`config.mk`:
```
export PLATFORM = sky130hd
export DESIGN_NAME = fetch_prefetch_queue_flat
export DESIGN_NICKNAME = d
export VERILOG_FILES = /design/src/rtl/fetch_prefetch_queue_pkg.sv /design/src/rtl/fetch_prefetch_queue_if.sv /design/src/rtl/fetch_prefetch_queue_fifo.sv /design/src/rtl/fetch_prefetch_queue.sv /design/src/flat_wrapper.sv
export SDC_FILE = /design/constraint.sdc
export NUM_CORES = 1
export LEC_CHECK = 0
export ABC_CLOCK_PERIOD_IN_PS = 7200
export BUFFER_PORTS_ARGS = -buffer_cell sky130_fd_sc_hd__buf_4
export CAP_MARGIN = 20
export CORE_MARGIN = 3
export CORE_UTILIZATION = 45
export DETAILED_ROUTE_END_ITERATION = 10
export GPL_TIMING_DRIVEN = 0
export PLACE_DENSITY = 0.69
export SKIP_CTS_REPAIR_TIMING = 1
export SYNTH_ARGS = -nofsm -noshare
export SYNTH_HDL_FRONTEND = slang
export SYNTH_SLANG_ARGS = --single-unit
```
`constraint.sdc`:
```
create_clock -name clk -period 7.2 [get_ports clk]
set_clock_uncertainty 0.15 [all_clocks]
set_input_delay 0 -clock clk [delete_from_list [all_inputs] [get_ports clk]]
set_output_delay 0 -clock clk [all_outputs]
set_load 0.03 [all_outputs]
```
`src/rtl/fetch_prefetch_queue_pkg.sv`:
```
// ---------------------------------------------------------------------------
// fetch_prefetch_queue_pkg
//   Shared definitions for the prefetching fetch stage: default index and
//   instruction widths, the fetch FSM state encoding, and the sign-extension
//   helper used by the PC-relative redirect adder.
// ---------------------------------------------------------------------------
package fetch_prefetch_queue_pkg;

  localparam int FETCH_IDX_W  = 32;
  localparam int FETCH_INSN_W = 16;

  typedef enum logic {
    FETCH_RUN  = 1'b0,
    FETCH_KILL = 1'b1
  } fetch_state_e;

  // Sign-extends the low 'width' bits of 'value' to 64 bits.
  function automatic logic [63:0] sext(input logic [63:0] value, input int unsigned width);
    logic [63:0] keep;
    logic        sign;
    keep = (width >= 64) ? '1 : ((64'd1 << width) - 64'd1);
    sign = ((value >> (width - 1)) & 64'd1) != 64'd0;
    return sign ? (value | ~keep) : (value & keep);
  endfunction

endpackage

```
`src/rtl/fetch_prefetch_queue_if.sv`:
```
// ---------------------------------------------------------------------------
// fetch_prefetch_queue_if
//   Bundles the three buses of the fetch stage:
//     icache   : ic_not_enable (active-low read enable), ic_index, ic_data
//     decoder  : out_valid / out_ready handshake carrying out_insn, out_index
//     redirect : redirect_valid, redirect_rel, redirect_value
//   master = fetch stage, slave = surrounding icache/decoder/branch logic.
// ---------------------------------------------------------------------------
interface fetch_prefetch_queue_if
  import fetch_prefetch_queue_pkg::*;
#(
  parameter int IDX_W  = FETCH_IDX_W,
  parameter int INSN_W = FETCH_INSN_W
);
  logic              ic_not_enable;
  logic [IDX_W-1:0]  ic_index;
  logic [INSN_W-1:0] ic_data;
  logic              out_valid;
  logic              out_ready;
  logic [INSN_W-1:0] out_insn;
  logic [IDX_W-1:0]  out_index;
  logic              redirect_valid;
  logic              redirect_rel;
  logic [IDX_W-1:0]  redirect_value;

  modport master (
    output ic_not_enable, ic_index, out_valid, out_insn, out_index,
    input  ic_data, out_ready, redirect_valid, redirect_rel, redirect_value
  );

  modport slave (
    input  ic_not_enable, ic_index, out_valid, out_insn, out_index,
    output ic_data, out_ready, redirect_valid, redirect_rel, redirect_value
  );
endinterface

```
`src/rtl/fetch_prefetch_queue_fifo.sv`:
```
// ---------------------------------------------------------------------------
// fetch_prefetch_queue_fifo
//   DEPTH-entry FIFO of {index, instruction} records for the fetch stage.
//   Ports: clk, rst (async, active-high), push/push_data, pop, flush,
//          head_data (entry at read pointer), count (0..DEPTH), full, empty.
//   flush empties the queue and overrides push/pop in the same cycle.
// ---------------------------------------------------------------------------
module fetch_prefetch_queue_fifo #(
  parameter  int DEPTH = 4,
  parameter  int W     = 48,
  localparam int PTR_W = $clog2(DEPTH),
  localparam int CNT_W = PTR_W + 1
) (
  input  logic             clk,
  input  logic             rst,
  input  logic             push,
  input  logic [W-1:0]     push_data,
  input  logic             pop,
  input  logic             flush,
  output logic [W-1:0]     head_data,
  output logic [CNT_W-1:0] count,
  output logic             full,
  output logic             empty
);

  logic [W-1:0]     mem [DEPTH];
  logic [PTR_W-1:0] wr_ptr;
  logic [PTR_W-1:0] rd_ptr;

  always_ff @(posedge clk or posedge rst) begin
    if (rst) begin
      wr_ptr <= '0;
      rd_ptr <= '0;
      count  <= '0;
    end else if (flush) begin
      wr_ptr <= '0;
      rd_ptr <= '0;
      count  <= '0;
    end else begin
      if (push) wr_ptr <= wr_ptr + PTR_W'(1);
      if (pop)  rd_ptr <= rd_ptr + PTR_W'(1);
      count <= count + CNT_W'(push) - CNT_W'(pop);
    end
  end

  always_ff @(posedge clk) begin
    if (push && !flush) mem[wr_ptr] <= push_data;
  end

  assign head_data = mem[rd_ptr];
  assign full      = (count == CNT_W'(DEPTH));
  assign empty     = (count == '0);

endmodule

```
`src/rtl/fetch_prefetch_queue.sv`:
```
// ---------------------------------------------------------------------------
// fetch_prefetch_queue
//   Fetch stage: owns the halfword program index, issues reads to a 1-cycle
//   synchronous icache, queues returned instructions and hands them to decode
//   over a valid/ready handshake. Absolute or PC-relative redirects flush the
//   queue and drop the read whose data is returning.
//   Ports: clk, rst (async, active-high), bus (fetch_prefetch_queue_if.master)
//   Optional (macro FETCH_STATS_EN): stat_stall_cnt, stat_redir_cnt, both
//   saturating 32-bit counters.
// ---------------------------------------------------------------------------
module fetch_prefetch_queue
  import fetch_prefetch_queue_pkg::*;
#(
  parameter int               IDX_W       = FETCH_IDX_W,
  parameter int               INSN_W      = FETCH_INSN_W,
  parameter int               DEPTH       = 4,
  parameter logic [IDX_W-1:0] RESET_INDEX = '0
) (
  input  logic                  clk,
  input  logic                  rst,
  fetch_prefetch_queue_if.master bus
`ifdef FETCH_STATS_EN
  ,
  output logic [31:0]           stat_stall_cnt,
  output logic [31:0]           stat_redir_cnt
`endif
);

  localparam int CNT_W = $clog2(DEPTH) + 1;
  localparam int OCC_W = CNT_W + 1;
  localparam int ENT_W = IDX_W + INSN_W;

  fetch_state_e             state_q;
  fetch_state_e             state_d;
  logic [IDX_W-1:0]         fetch_index;
  logic [IDX_W-1:0]         head_index;
  logic [IDX_W-1:0]         target_p0;
  logic signed [IDX_W-1:0]  rel_delta_p0;
  logic [OCC_W-1:0]         occupancy_p0;
  logic                     issue_p0;
  logic                     deq_p0;
  logic                     vld_p1;
  logic [IDX_W-1:0]         idx_p1;
  logic                     push_p1;
  logic [ENT_W-1:0]         head_ent;
  logic [CNT_W-1:0]         count;
  logic                     full;
  logic                     empty;
  logic [INSN_W-1:0]        hold_insn;
  logic [IDX_W-1:0]         hold_index;

  // p0: issue decision and redirect target
  assign deq_p0       = !empty && bus.out_ready;
  // Credit counts the returning read so the queue never overflows.
  assign occupancy_p0 = OCC_W'(count) + OCC_W'(vld_p1) - OCC_W'(deq_p0);
  assign issue_p0     = !rst && !bus.redirect_valid && !(full && !deq_p0)
                        && (occupancy_p0 < OCC_W'(DEPTH));

  always_comb begin
    rel_delta_p0 = $signed(IDX_W'(sext(64'(bus.redirect_value), IDX_W)));
    target_p0    = bus.redirect_value;
    if (bus.redirect_rel) target_p0 = head_index + $unsigned(rel_delta_p0);
  end

  always_ff @(posedge clk or posedge rst) begin
    if (rst) begin
      fetch_index <= RESET_INDEX;
      head_index  <= RESET_INDEX;
      vld_p1      <= 1'b0;
      state_q     <= FETCH_RUN;
    end else begin
      state_q <= state_d;
      vld_p1  <= issue_p0;
      if (bus.redirect_valid) begin
        fetch_index <= target_p0;
        head_index  <= target_p0;
      end else begin
        if (issue_p0) fetch_index <= fetch_index + IDX_W'(1);
        if (deq_p0)   head_index  <= head_index + IDX_W'(1);
      end
    end
  end

  always_ff @(posedge clk) begin
    if (issue_p0) idx_p1 <= fetch_index;
  end

  // KILL marks the cycle after a redirect that dropped a returning read.
  always_comb begin
    state_d = FETCH_RUN;
    case (state_q)
      FETCH_RUN:  if (bus.redirect_valid && vld_p1) state_d = FETCH_KILL;
      FETCH_KILL: state_d = FETCH_RUN;
      default:    state_d = FETCH_RUN;
    endcase
  end

  // p1: icache data returns and is queued with its index
  assign push_p1 = vld_p1 && (state_q == FETCH_RUN) && !bus.redirect_valid;

  fetch_prefetch_queue_fifo #(
    .DEPTH (DEPTH),
    .W     (ENT_W)
  ) u_fifo (
    .clk       (clk),
    .rst       (rst),
    .push      (push_p1),
    .push_data ({idx_p1, bus.ic_data}),
    .pop       (deq_p0),
    .flush     (bus.redirect_valid),
    .head_data (head_ent),
    .count     (count),
    .full      (full),
    .empty     (empty)
  );

  // Last delivered instruction, shown on the outputs while the queue is empty.
  always_ff @(posedge clk or posedge rst) begin
    if (rst) begin
      hold_insn  <= '0;
      hold_index <= RESET_INDEX;
    end else if (deq_p0) begin
      hold_insn  <= head_ent[INSN_W-1:0];
      hold_index <= head_ent[ENT_W-1:INSN_W];
    end
  end

  assign bus.ic_not_enable = !issue_p0;
  assign bus.ic_index      = fetch_index;
  assign bus.out_valid     = !empty;
  assign bus.out_insn      = empty ? hold_insn  : head_ent[INSN_W-1:0];
  assign bus.out_index     = empty ? hold_index : head_ent[ENT_W-1:INSN_W];

`ifdef FETCH_STATS_EN
  function automatic logic [31:0] sat_inc(input logic [31:0] value);
    return (value == 32'hFFFF_FFFF) ? value : value + 32'd1;
  endfunction

  always_ff @(posedge clk or posedge rst) begin
    if (rst) begin
      stat_stall_cnt <= '0;
      stat_redir_cnt <= '0;
    end else begin
      if (empty)              stat_stall_cnt <= sat_inc(stat_stall_cnt);
      if (bus.redirect_valid) stat_redir_cnt <= sat_inc(stat_redir_cnt);
    end
  end
`endif

endmodule

```
`src/flat_wrapper.sv`:
```
// flat-port wrapper written by rule: the top's interface ports become plain ports
module fetch_prefetch_queue_flat import fetch_prefetch_queue_pkg::*;
#(
  parameter int               IDX_W       = FETCH_IDX_W,
  parameter int               INSN_W      = FETCH_INSN_W,
  parameter int               DEPTH       = 4,
  parameter logic [IDX_W-1:0] RESET_INDEX = '0
)
  (clk, rst, bus_ic_not_enable, bus_ic_index, bus_out_valid, bus_out_insn, bus_out_index, bus_ic_data, bus_out_ready, bus_redirect_valid, bus_redirect_rel, bus_redirect_value);
  fetch_prefetch_queue_if #(.IDX_W(IDX_W), .INSN_W(INSN_W)) bus_i ();
  input  logic clk;
  input  logic rst;
  output wire logic [$bits(bus_i.ic_not_enable)-1:0] bus_ic_not_enable;
  output wire logic [$bits(bus_i.ic_index)-1:0] bus_ic_index;
  output wire logic [$bits(bus_i.out_valid)-1:0] bus_out_valid;
  output wire logic [$bits(bus_i.out_insn)-1:0] bus_out_insn;
  output wire logic [$bits(bus_i.out_index)-1:0] bus_out_index;
  input wire logic [$bits(bus_i.ic_data)-1:0] bus_ic_data;
  input wire logic [$bits(bus_i.out_ready)-1:0] bus_out_ready;
  input wire logic [$bits(bus_i.redirect_valid)-1:0] bus_redirect_valid;
  input wire logic [$bits(bus_i.redirect_rel)-1:0] bus_redirect_rel;
  input wire logic [$bits(bus_i.redirect_value)-1:0] bus_redirect_value;
  assign bus_ic_not_enable = bus_i.ic_not_enable;
  assign bus_ic_index = bus_i.ic_index;
  assign bus_out_valid = bus_i.out_valid;
  assign bus_out_insn = bus_i.out_insn;
  assign bus_out_index = bus_i.out_index;
  assign bus_i.ic_data = bus_ic_data;
  assign bus_i.out_ready = bus_out_ready;
  assign bus_i.redirect_valid = bus_redirect_valid;
  assign bus_i.redirect_rel = bus_redirect_rel;
  assign bus_i.redirect_value = bus_redirect_value;
  fetch_prefetch_queue #(.IDX_W(IDX_W), .INSN_W(INSN_W), .DEPTH(DEPTH), .RESET_INDEX(RESET_INDEX)) u_core (.clk(clk), .rst(rst), .bus(bus_i));
endmodule
```
=== Word-level counts from Yosys, hierarchy flattened ===
Memory sizes are Yosys's and may differ from the RTL's.
Cells that the tools add are included.

* Add/subtract/negate cells: 9
* $lt $le $gt $ge: 1
* Equal/unequal tests: 1
* Mux-type cells: 17
* Bitwise gates (word level): 1
* Reductions and logical operators: 19

{| class="wikitable"
|+ Operators with widths
! cell !! count
|-
| 32-bit 2-to-1 mux || 7
|-
| 32-bit by 1-bit adder with 32-bit output, second input constant || 2
|-
| 32-bit adder || 1
|-
| 16-bit 2-to-1 mux || 1
|-
| 1-bit logical AND || 9
|-
| 2-bit 2-to-1 mux || 4
|-
| 1-bit zero test || 6
|-
| 2-bit nonzero test || 3
|-
| 2-bit by 1-bit adder with 2-bit output, second input constant || 2
|-
| 3-bit by 1-bit adder with 4-bit output || 1
|-
| 4-bit by 3-bit less-than comparator with 1-bit output, second input constant || 1
|-
| 4-bit by 1-bit subtractor with 4-bit output || 1
|-
| 3-bit by 1-bit adder with 3-bit output || 1
|-
| 3-bit equality test, second input constant || 1
|-
| 3-bit zero test || 1
|-
| 1-bit 2-to-1 mux || 3
|-
| 3-bit 2-to-1 mux || 1
|-
| 3-bit by 1-bit subtractor with 3-bit output || 1
|-
| 1-bit one-hot mux with 2 select lines || 1
|-
| 1-bit inverter || 1
|}

* Register bits: 153
* Bits in writable memories: 192
* Bits of input ports: 53
* Output and inout port bits: 82
* Word-level logic and storage cells: 59
* Memories kept: 1

{| class="wikitable"
|+ Memory list
! memory !! depth !! width !! rd ports !! clocked after memory_dff !! wr ports !! line !! RTL
|-
| u_core.u_fifo.mem || 4 || 48 || 1 || 0 || 1 || fetch_prefetch_queue_fifo.sv:26 || <nowiki>logic [W-1:0] mem [DEPTH];</nowiki>
|}

=== Depth between registers and ports, before layout ===
* Depth after elaboration: 10
* Gate-level depth with buffers: 16
* Gate-level depth less buffers: 13

=== Hierarchy ===
From an unflattened synthesis, not the netlist that was laid out.

* Cells, all modules: 1293
* Area, all modules: 16588.4 um^2

{| class="wikitable"
|+ By module, submodules not included
! module !! instances !! cells each !! area an instance (um^2)
|-
| fetch_prefetch_queue || 1 || 1001 || 9162.5
|-
| fetch_prefetch_queue_fifo || 1 || 292 || 7425.9
|}

=== Worst setup path before layout ===
Ideal clock, no wire load.

* Path type: input port to flip-flop
* From: in rst
* To: reg u_core.fetch_index[2] (netlist: u_core.bus.ic_index[2])
* Library setup time: 0.122 ns
* Data arrival time: 4.855 ns
* Required time: 6.928 ns
* Slack: 2.073 ns
* Stages: 6
* Path buffers: 1
* Cell sequence: inv_1 > o2111ai_2 > buf_2 > inv_1 > a31oi_1 > o22a_1

* Longest elaborated chain between the ends: 5

{| class="wikitable"
|+ Ends and longest elaborated chain
! item !! line !! RTL
|-
| from (decl) || flat_wrapper.sv:12 || <nowiki>input logic rst;</nowiki>
|-
| 1-bit zero test || fetch_prefetch_queue.sv:56 || <nowiki>assign issue_p0 = !rst && !bus.redirect_valid && !(full && !deq_p0)</nowiki>
|-
| 1-bit logical AND (2 in a row) || fetch_prefetch_queue.sv:56 ||
|-
| 1-bit logical AND || fetch_prefetch_queue.sv:57 || <nowiki>&& (occupancy_p0 < OCC_W'(DEPTH));</nowiki>
|-
| via u_core.issue_p0 || fetch_prefetch_queue.sv:40 || <nowiki>logic issue_p0;</nowiki>
|-
| 2-bit nonzero test (no line) || - ||
|-
| to (signal assigned) || fetch_prefetch_queue.sv:75 || <nowiki>fetch_index <= target_p0;</nowiki>
|-
| to (signal assigned) || fetch_prefetch_queue.sv:78 || <nowiki>if (issue_p0) fetch_index <= fetch_index + IDX_W'(1);</nowiki>
|-
| to (decl) || fetch_prefetch_queue.sv:35 || <nowiki>logic [IDX_W-1:0] fetch_index;</nowiki>
|}

The timed path passes the listed nets, and every way through them passes these cells.
A chain may end at the register's enable or synchronous reset.

=== Worst setup path after layout ===
* From: reg u_core.u_fifo.count[1]
* To: reg u_core.fetch_index[29] (netlist: u_core.bus.ic_index[29])

* Longest elaborated chain between the ends: 9

{| class="wikitable"
|+ Ends and longest elaborated chain
! item !! line !! RTL
|-
| from (decl) || fetch_prefetch_queue_fifo.sv:21 || <nowiki>output logic [CNT_W-1:0] count,</nowiki>
|-
| from (signal assigned) || fetch_prefetch_queue_fifo.sv:42 || <nowiki>count <= count + CNT_W'(push) - CNT_W'(pop);</nowiki>
|-
| parallel branches: the longest is 7 deep, another holds 3-bit by 1-bit adder with 4-bit output || - ||
|-
| 1-bit logical AND (*) || fetch_prefetch_queue.sv:57 ||
|-
| 2-bit nonzero test (no line) (*) || - ||
|}

Mark *: on every way between the ends.

==> impl_metrics.tcl <==
set metrics [dict create \
    drv_cap 0 \
    crit_chain "o31ai_1 > clkbuf_1 > inv_2 > clkbuf_1 > ha_1 > inv_1 > ha_1 > and3b_1 > nor3_1 > o2111ai_2 > nor4_4 > nand2_1 > xor2_1 > o221ai_1 > dlygate4sd3_1" \
    path_max_fanout 11 \
    sequentialPowerShare 0.359 \
    async_reset_ff_frac 0.3507 \
    cp-end-kind "register" \
    postRouteAntennaNets 0 \
    die_area_um2 38280 \
    maxSlewHeadroom 0.3945 \
    syn_area_um2 16190 \
    ys_seq_area_frac 0.6026 \
    hold_class "primary input to register" \
    synthCells 1266 \
    clock.fmax_mhz 180.6 \
    clk_pin_slew_ns 0.06 \
    status "complete, but fails checks" \
    syn_to_final_growth_pct 20.79 \
    setup_viol 0 \
    io_buffers 133 \
    htree_levels 2 \
    finalCritPeriodShare 0.7690 \
    diodes 0 \
    p_sw_frac 0.3778 \
    synthFlopType "edfxtp_1" \
    fp-row-count 68 \
    cts_buffers 36 \
    clkLatencyLatePin_ns 0.51 \
    hold_viol 1 \
    via_count 10880 \
    critPathMaxStageDelay_ns 0.74 \
    drc_errors 0 \
    whs_ns -0.001151 \
    crit_slowest_cell "clkbuf_1" \
    power.density_nw_per_um2 404.0 \
    slew_viol_final 0 \
    synth_edf_count 224 \
    grt_pass1_vias 10850 \
    crit_buf_inv 5 \
    dp_hpwl_um 27690 \
    ir_drop_mv 0.4083 \
    core_um2 34970 \
    crit_family "buffers and inverters" \
    routabilityCongestion 0.8916 \
    yosys_warnings 0 \
    first_pass_iters 5 \
    finalPower_mw 7.900 \
    worstSetupPathType "register to register" \
    p_sw_mw 2.985 \
    cp.required_ns 7.44 \
    fin_area_um2 19550 \
    p_int_mw 4.916 \
    syn_nets 1363 \
    overflow 0 \
    fp.dieW_um 195.7 \
    cts_tree "yes" \
    tightestPinTransition_ns 0.9083 \
    numClockSinks 345 \
    syn_avg_cell_area_um2 12.79 \
    min_period_ns 5.537 \
    nNetsFinal 1591 \
    grt_antenna_before_repair 0 \
    pwr-share-comb 0.413 \
    pin_count 135 \
    place_area_um2 17900 \
    start_util 0.4629 \
    vias_per_cell 5.505 \
    synth_cell_type_count 61 \
    fp.dieH_um 195.7 \
    violations "hold timing" \
    rsz0062_at_grt "false" \
    grt_max_degree 91 \
    wl_per_cell_um 19.82 \
    p_leak_nw 7.569 \
    grt_pass1_wl_um 60920 \
    arrival_ns 5.78 \
    drt-initial-drc-count 852 \
    grtUsageTotal 0.2010 \
    ys_seq_elements 345 \
    routed_wl_um 39190 \
    ctsRootBufferMaster "clkbuf_16" \
    crit_path_start_kind "register" \
    final.fill_count 2845 \
    drive_gt1_frac 0.2043 \
    tns_ns 0 \
    max-clock-path-buffers 3 \
    power_frac_clock 0.228 \
]
## cell families after synthesis
family	count (synthesis)	share of synthesized area
simple gates	387	0.1078
flops	345	0.6026
compound gates	225	0.08649
mux	110	0.1093
buf+inv	82	0.01940
xor+xnor	73	0.03950
fa+ha+maj	44	0.03494
## flip-flops by register name, summed over array words and instances, names as in the netlist
name / count
u_core.u_fifo.mem: 192
u_core.idx_p1: 32
u_core.hold_insn: 16
u_core.bus.ic_index: 32
u_core.state_q: 1
u_core.u_fifo.wr_ptr: 2
u_core.vld_p1: 1
u_core.u_fifo.rd_ptr: 2
u_core.u_fifo.count: 3
u_core.hold_index: 32
u_core.head_index: 32
## per-layer routing
| layer | part of all wire | vias to the layer above | global-route usage |
|---|---|---|---|
| met5 | 0 | - | 0 |
| li1 | - | 5151 | - |
| met2 | 0.48 | 330 | 0.3271 |
| met3 | 0.048 | 61 | 0.02834 |
| met4 | 0.025 | 0 | 0.06126 |
| met1 | 0.45 | 5341 | 0.2836 |
## stage by stage
| stage | setup slack, ns | instances | util |
|---|---|---|---|
| after global routing | 1.315 | 1977 | 0.5592 |
| after floorplan | 2.073 | 1266 | - |
| after global placement | 0.09398 | 1854 | 0.5078 |
| after CTS | 1.904 | 1926 | 0.5446 |
| final | 1.663 | 1977 | 0.5592 |
| after detailed placement | 1.949 | 1860 | 0.5119 |
## worst register-to-register path, cell delays in order, from the launching register on
cell,delay (ns)
dfrtp_1,0.45
o31ai_1,0.51
clkbuf_1,0.74
inv_2,0.33
clkbuf_1,0.41
ha_1,0.31
inv_1,0.05
ha_1,0.21
and3b_1,0.17
nor3_1,0.18
o2111ai_2,0.25
nor4_4,0.62
nand2_1,0.13
xor2_1,0.17
o221ai_1,0.14
dlygate4sd3_1,0.59
## layout make-up
type | instances | area, um^2 | share of cell area
multi-input combinational | 839 | 6125 | 0.3132
tap | 455 | 569.3 | 0.02911
inverter | 31 | 121.4 | 0.006207
sequential | 345 | 9754 | 0.4988
timing repair buffer | 190 | 1644 | 0.08408
clock inverter | 13 | 146.4 | 0.007487
clock buffer | 53 | 996.0 | 0.05093
buffer | 51 | 197.7 | 0.01011
## synthesized netlist by cell type (3+ instances only)
master	count	area share
a21o_1	16	0.0074
a211oi_1	11	0.0051
dfrtp_1	121	0.19
o221ai_1	3	0.0016
inv_1	30	0.0070
mux2_2	54	0.038
o21ai_0	37	0.011
o21bai_1	3	0.0014
o31ai_1	6	0.0028
nand3_1	34	0.011
nor2_1	72	0.017
xor2_1	37	0.020
nor3_1	10	0.0031
and2_1	5	0.0019
or3_1	3	0.0012
nand2b_1	6	0.0023
o21a_1	10	0.0046
and4_1	6	0.0032
edfxtp_1	224	0.42
a21oi_1	85	0.026
nor2b_1	5	0.0019
and3_1	16	0.0062
a211o_1	3	0.0016
a31oi_1	10	0.0039
a22oi_1	4	0.0019
mux4_2	48	0.067
mux2i_1	8	0.0049
or2_2	3	0.0012
nand2_1	200	0.046
buf_2	5	0.0015
nand4_1	16	0.0062
buf_1	6	0.0014
a41oi_1	3	0.0016
xnor2_1	36	0.019
ha_1	42	0.032
o22ai_1	16	0.0062
clkbuf_1	40	0.0093
## worst paths after layout
check	depth (start not counted)	startpoint	slack (ns)	end
worst max-delay path	15	u_core.u_fifo.count[1]	1.66	u_core.bus.ic_index[29]
worst min-delay path	5	bus_redirect_value[9]	-0.001	u_core.head_index[9]
worst max register to register	15	u_core.u_fifo.count[1]	1.66	u_core.bus.ic_index[29]
worst min register to register	1	u_core.state_q	0.31	u_core.state_q
max in group asynchronous	5	rst	5.58	u_core.bus.ic_index[1]
min in group asynchronous	4	rst	0.51	u_core.hold_insn[13]
## power groups by stage
| stage | clock network, mW | registers, mW | logic, mW |
|---|---|---|---|
| finish | 1.80 | 2.84 | 3.26 |
| global route | 1.92 | 2.88 | 3.54 |
| CTS | 1.83 | 2.83 | 3.26 |
| detailed placement | 0 | 2.86 | 3.24 |
| global placement | 0 | 2.85 | 3.19 |
| floorplan | 0 | 2.87 | 2.15 |
## cell usage in the layout (no fill, tap or decap), drive strengths merged, types with 7 or more instances in the layout
| cell | count |
|---|---|
| a211oi | 11 |
| dfrtp | 121 |
| dlygate4sd3 | 51 |
| nand4 | 16 |
| a21oi | 86 |
| mux2i | 8 |
| a21o | 16 |
| and3 | 16 |
| o21ai | 37 |
| clkinv | 7 |
| o21a | 10 |
| nand2 | 200 |
| o22ai | 16 |
| inv | 33 |
| ha | 42 |
| nand3 | 34 |
| xnor2 | 36 |
| buf | 150 |
| a31oi | 10 |
| xor2 | 37 |
| mux4 | 48 |
| clkbuf | 93 |
| mux2 | 54 |
| edfxtp | 224 |
| nor2 | 73 |
| nor3 | 10 |
No activity file was read; power rests on OpenSTA's default activity.
